### config.mk
export PLATFORM = sky130hd
export DESIGN_NAME = controle_rolhas
export DESIGN_NICKNAME = d
export VERILOG_FILES = /design/src/rtl/controle_rolhas.sv
export SDC_FILE = /design/constraint.sdc
export NUM_CORES = 1
export LEC_CHECK = 0
export CORE_UTILIZATION = 49
export CTS_CLUSTER_DIAMETER = 50
export DETAILED_ROUTE_END_ITERATION = 8
export HOLD_SLACK_MARGIN = 0.05
export PLACE_DENSITY = 0.72
export RECOVER_POWER = 25
export REMOVE_ABC_BUFFERS = 1
export SKIP_CTS_REPAIR_TIMING = 1
export SLEW_MARGIN = 20
export SYNTH_ARGS = -nofsm -noshare
export SYNTH_HDL_FRONTEND = slang
export SYNTH_SLANG_ARGS = --single-unit
export TNS_END_PERCENT = 20
### constraint.sdc
create_clock -name clk -period 6.8 [get_ports clk]
set_input_delay 1.7 -clock clk [delete_from_list [all_inputs] [get_ports clk]]
set_output_delay 1.7 -clock clk [all_outputs]
set_load 0.03 [all_outputs]
### src/rtl/controle_rolhas.sv
// controle_rolhas
// Sequences the cork dispenser motor and keeps the cork inventory counts.
// The corks in the tray are counted in bandeja. The corks in dispenser
// stock are counted in estoque.
//
// Ports:
//   clk          system clock, rising edge
//   reset        asynchronous, active-low reset
//   AD           dispense request (level) from fsm_dispensador
//   rolha_usada  1-cycle pulse, one cork taken from the tray
//   reabastecer  1-cycle pulse, operator loads qtd_reab corks into stock
//   qtd_reab     number of corks added on reabastecer
//   CR           tray count <= LIMIAR_CR
//   BZ           tray is empty
//   motor        dispenser motor enable (registered)
//   sem_estoque  stock is empty
//   erro_vazio   1-cycle pulse, rolha_usada arrived while the tray was empty
//   bandeja      current tray count
//   estoque      current stock count
module controle_rolhas #(
    parameter int unsigned BANDEJA_MAX     = 20,
    parameter int unsigned BANDEJA_INICIAL = 20,
    parameter int unsigned LIMIAR_CR       = 5,
    parameter int unsigned LOTE            = 15,
    parameter int unsigned ESTOQUE_MAX     = 99,
    parameter int unsigned ESTOQUE_INICIAL = 99,
    parameter int unsigned T_MOTOR         = 4
) (
    input  logic       clk,
    input  logic       reset,
    input  logic       AD,
    input  logic       rolha_usada,
    input  logic       reabastecer,
    input  logic [6:0] qtd_reab,
    output logic       CR,
    output logic       BZ,
    output logic       motor,
    output logic       sem_estoque,
    output logic       erro_vazio,
    output logic [6:0] bandeja,
    output logic [6:0] estoque
);

    localparam logic [7:0] B_MAX  = 8'(BANDEJA_MAX);
    localparam logic [6:0] B_INI  = 7'(BANDEJA_INICIAL);
    localparam logic [7:0] LIMIAR = 8'(LIMIAR_CR);
    localparam logic [7:0] LOTE8  = 8'(LOTE);
    localparam logic [7:0] E_MAX  = 8'(ESTOQUE_MAX);
    localparam logic [6:0] E_INI  = 7'(ESTOQUE_INICIAL);
    localparam logic [7:0] T_M1   = 8'(T_MOTOR - 1);

    typedef enum logic [1:0] {OCIOSO, MOTOR, TRANSFERIR, AGUARDA} estado_t;

    estado_t    estado, estado_next;
    logic [7:0] timer, timer_next;
    logic [7:0] espaco, n, soma, b_calc, e_calc;
    logic       usada, motor_next, erro_next;
    logic [6:0] bandeja_next, estoque_next;

    always_ff @(posedge clk or negedge reset) begin
        if (!reset) begin
            estado     <= OCIOSO;
            timer      <= '0;
            motor      <= 1'b0;
            erro_vazio <= 1'b0;
            bandeja    <= B_INI;
            estoque    <= E_INI;
        end else begin
            estado     <= estado_next;
            timer      <= timer_next;
            motor      <= motor_next;
            erro_vazio <= erro_next;
            bandeja    <= bandeja_next;
            estoque    <= estoque_next;
        end
    end

    always_comb begin
        estado_next = estado;
        timer_next  = timer;
        case (estado)
            OCIOSO: begin
                if (AD && estoque != '0 && {1'b0, bandeja} < B_MAX) begin
                    estado_next = MOTOR;
                    timer_next  = T_M1;
                end
            end
            MOTOR: begin
                if (timer == '0) estado_next = TRANSFERIR;
                else             timer_next  = timer - 8'd1;
            end
            TRANSFERIR: estado_next = AGUARDA;
            AGUARDA:    if (!AD) estado_next = OCIOSO;
            default:    estado_next = OCIOSO;
        endcase
        // The motor register tracks the next state.
        // The motor is therefore high exactly during the MOTOR cycles.
        motor_next = (estado_next == MOTOR);
    end

    always_comb begin
        espaco = B_MAX - {1'b0, bandeja};
        n      = '0;
        if (estado == TRANSFERIR) begin
            n = LOTE8;
            if ({1'b0, estoque} < n) n = {1'b0, estoque};
            if (espaco < n)          n = espaco;
        end
        // A cork can be taken from the batch that lands in this same edge.
        // An empty-tray error is raised only when nothing is available.
        soma      = {1'b0, bandeja} + n;
        usada     = rolha_usada && (soma != '0);
        erro_next = rolha_usada && (soma == '0);
        b_calc    = soma - {7'b0, usada};
        if (b_calc > B_MAX) b_calc = B_MAX;
        e_calc = {1'b0, estoque} - n + (reabastecer ? {1'b0, qtd_reab} : 8'd0);
        if (e_calc > E_MAX) e_calc = E_MAX;
        bandeja_next = b_calc[6:0];
        estoque_next = e_calc[6:0];
    end

    assign CR          = ({1'b0, bandeja} <= LIMIAR);
    assign BZ          = (bandeja == '0);
    assign sem_estoque = (estoque == '0);

endmodule
**Word level (Yosys, flattened, before mapping)**

Index checks and enable logic that the tools add are counted.

- Add/sub/neg operators: 6
- Magnitude comparators: 6
- Equal/unequal tests: 6
- Mux-type cells: 14
- Reduce and logical (&&, ||, !) cells: 13

Operators with widths:

| kind | number |
|---|---|
| $mux W8 | 5 |
| $mux W7 | 4 |
| $logic_not A8 Y1 | 2 |
| $pmux W8 S2 | 1 |
| $logic_not A7 Y1 | 2 |
| $add A7 B8 Y8 | 1 |
| $add A8 B7 Y8 | 1 |
| $gt A8 B5 Y1 const B | 1 |
| $gt A8 B7 Y1 const B | 1 |
| $lt A8 B8 Y1 | 1 |
| $pmux W2 S4 | 1 |
| $reduce_bool A8 Y1 | 1 |
| $sub A5 B7 Y8 const A | 1 |
| $sub A7 B8 Y8 | 1 |
| $sub A8 B1 Y8 | 1 |
| $sub A8 B1 Y8 const B | 1 |
| $le A7 B3 Y1 const B | 1 |
| $lt A7 B4 Y1 const B | 1 |
| $lt A7 B5 Y1 const B | 1 |
| $reduce_bool A7 Y1 | 1 |
| $mux W2 | 3 |
| $eq A2 B1 Y1 const B | 2 |
| $eq A2 B2 Y1 const B | 2 |
| $logic_and A1 B1 Y1 | 4 |
| other kinds (4) | 5 |

- Register bits: 26
- Input port bits: 12
- Word-level logic and storage cells: 51

**Depth between registers and ports, before layout**

- Depth in word-level cells: 12
- Mapped depth: 29
- Depth with buffers taken out: 29

**Worst setup path after synthesis**

OpenSTA, ideal clock, no wires.

- Kind: reg2reg
- Start: register bandeja[1]
- End: register bandeja[0]
- Library setup time: 0.136 ns
- Arrival time: 5.987 ns
- Setup slack: 0.676 ns
- Cell stages (with the launch flop): 30
- Path buffers: 0
- Cell sequence: dfrtp_1 inv_1 ha_1 inv_1 a21oi_1 inv_1 a21oi_1 xnor2_1 ha_1 a2111oi_0 nand2_1 a21oi_1 nor3_1 a211oi_1 ha_1 inv_1 fa_1 nand2b_1 o2bb2ai_1 xnor2_1 or3_4 nor3_1 nor2_1 ha_1 ha_1 a21boi_0 a21oi_1 a221oi_1 o2bb2a_1 a211oi_1

- Longest elaborated chain between the ends: 10

RTL lines:

| item | RTL line | text |
|---|---|---|
| start: declaration | 40 | `output logic [6:0] bandeja,` |
| start signal: assignment | 73 | `bandeja <= bandeja_next;` |
| $sub A5 B7 Y8 | 102 | `espaco = B_MAX - {1'b0, bandeja};` |
| $lt A8 B8 Y1 | 107 | `if (espaco < n) n = espaco;` |
| $mux W8 | 107 |  |
| $mux W8 | 104 | `if (estado == TRANSFERIR) begin` |
| $add A7 B8 Y8 (*) | 111 | `soma = {1'b0, bandeja} + n;` |
| $reduce_bool A8 Y1 | 112 | `usada = rolha_usada && (soma != '0);` |
| $logic_and A1 B1 Y1 | 112 |  |
| $sub A8 B1 Y8 (*) | 114 | `b_calc = soma - {7'b0, usada};` |
| $gt A8 B5 Y1 | 115 | `if (b_calc > B_MAX) b_calc = B_MAX;` |
| $mux W7 (*) | 115 |  |
| via b_calc[0] | 56 | `logic [7:0] espaco, n, soma, b_calc, e_calc;` |

Mark *: on every way through the listed nets, which the timed path passes. The rest lies on a longest branch.
A chain may end at the register's enable or synchronous reset.

**Final worst setup path**

Same ends and word-level chain as after synthesis.

==> results.cfg <==
[layout]
finish.instance_area_um2 = 3020
nets = 383
diodes = 0
syn_to_final_growth_pct = 19.7
drive_gt1_share_pct = 5.95
fillCellCount = 432

[floorplanning]
core_um2 = 4850
ios = 31
die_area_um2 = 5450
row_count = 25
initial_utilization_pct = 52.1
die_w_um = 73.8
die_h_um = 73.8

[timing]
worst_slew_pin_slew_ns = 1.41
rsz0062_at_grt = false
finClkSkew_ns = 0.00769
max_freq_mhz = 159
relSlewSlack_pct = 5.88
setup_tns_ns = 0
fin_crit_sh_pct = 92.6
setup_viol = 0
hold_viol = 0
period_minus_slack_ns = 6.30
whs_ns = 0.534
drv_slew = 0

[grt]
grt_pass1_wl_um = 9520
grt_overflow = 0
grt_pass1_vias = 2096
grt_antenna_before_repair = 0
grt_max_degree = 27
track_usage_pct = 22.9

[critical_path]
crit_type = reg -> reg
endpoint = bandeja[0]
cp-start-kind = register
r2r_cells = 28
critical_path_required_ns = 6.94
reg2reg_to = bandeja[0]
cpMostUsedCell = ha_1
slowest_stage = fa_1
crit_start = bandeja[1]
end_kind = register
path_max_fanout = 7
slowest_delay_ns = 0.46
reg2reg_slack_ns = 0.50
crit_arrival_ns = 6.44
reg2reg_from = bandeja[1]

[clock_network]
ctsRootBufferMaster = clkbuf_8
clk_latency_ns = 0.28
clk_pin_slew_ns = 0.08
clkSinkCount = 26
htree_num_levels = 1
cts_tree = built
cts_max_path_buffers = 2
numCtsBuffers = 3

[detailed_routing]
via_count = 2185
dr.pass1.iters = 4
drcViolationCount = 0
viasPerCell = 5.42
route.final.wire_length_um = 5670
drtAntennaViolNets = 0
post_drt_wl_per_cell_um = 14.1
drt_iter0_markers = 91

[synthesis]
seq_area_frac_synth_pct = 26.1
async_flop_share_pct = 100
synth.distinct_cells = 53
ys_seq_elements = 26
synth_area_um2 = 2530
dominantRegCellSynth = dfrtp_1
synthCells = 296
netlist.area_leader.share_pct = 19.8
synth.avg_cell_area_um2 = 8.53
synth_area_leaders = dfrtp_1 (20%), ha_1 (13%), fa_1 (6.3%)
synth_edf_count = 0
synth_warnings = 0
synth_area_leader_cell = dfrtp_1

[hold_path]
min_path_cells = 2
min_path_type = reg -> reg

[placement]
io_buffers = 30
dp_hpwl_um = 4600
place_area_um2 = 2940
gp_congestion = 0.978

[power]
power_density_nw_per_um2 = 309
p_leak_uw = 0.00137
vdd_drop_max_mv = 0.241

[outcome]
outcome = complete, no violations

[run]
maxCapViolCount = 0
-- sequential cells by signal, indices dropped and copies added, names as in the netlist --
register,count
motor,1
bandeja,7
timer,8
estoque,7
estado,2
erro_vazio,1
-- cells by family after synthesis --
family / count (synthesis) / share of synthesized area, %
buffers and inverters: 40 / 5.94
AOI/OAI and AO/OA: 58 / 16.3
xor gates and xnor gates: 22 / 7.93
DFF: 26 / 26.1
and+or+nand+nor: 109 / 22.2
muxes: 5 / 2.03
adders and majority gates: 34 / 19.2
other: 2 / 0.297
-- cell type report --
cell class	count	area (um^2)	area share, %
Multi-Input combinational cell	235	1750	57.9
Sequential cell	26	658	21.8
Timing Repair Buffer	32	312	10.3
Inverter	39	146	4.84
Tap cell	67	83.8	2.77
Clock buffer	3	41.3	1.37
Clock inverter	1	30.0	0.993
-- where the power goes --
group	switching, uW	internal, uW
combinational	314	233
clock	49.2	78.8
sequential	44.9	213
total	408	525
-- layer usage --
layer	global-route usage, %	wire length (um)
met1	31.6	2650
met2	37.9	2670
met5	0	0
met4	7.91	119
met3	1.51	229
-- layout by cell type (no fill, tap or decap), types with 9 or more instances in the layout --
cell,netlist,routed
clkdlybuf4s50_1,0,29
ha_1,26,26
nor2_1,30,30
nand2_1,22,22
o21ai_0,12,12
dfrtp_1,20,20
inv_1,39,39
xor2_1,9,9
xnor2_1,12,12
-- how the worst min path moves through the flow --
stage,startpoint,to
final,timer[0],timer[0]
after global routing,timer[0],timer[0]
after CTS,timer[0],timer[0]
after detailed placement,timer[0],timer[0]
after global placement,timer[5],timer[5]
after floorplan,timer[1],timer[1]
-- critical path: cells and delay by family, from the launching register on --
family                     cells  cell delay (ns)
DFF                            1             0.44
muxes                          1             0.33
AOI/OAI and AO/OA             10             1.95
xor gates and xnor gates       2             0.39
adders and majority gates      5             1.45
buffers and inverters          4             0.44
and+or+nand+nor                6             1.14
-- cell usage after synthesis, types with 5 or more instances --
cell type,number
ha_1,26
nor2b_1,6
dfstp_2,6
o21ai_0,12
a21oi_1,8
nor2_1,30
nor3_1,8
nand2_1,22
xor2_1,9
nand3b_1,7
dfrtp_1,20
nor4_1,5
xnor2_1,12
inv_1,39
nand3_1,7
fa_1,8
nand2b_1,6
-- metrics by stage --
step	instances	setup WS [ns]	util [%]	power, uW
after floorplan	300	0.677	-	660
after global routing	403	0.0163	62.3	1020
final	403	0.505	62.3	933
after detailed placement	399	0.378	60.6	802
after CTS	403	0.304	62.1	935
after global placement	399	0.531	60.6	791
Note: power is estimated with default switching activity, not from simulation.
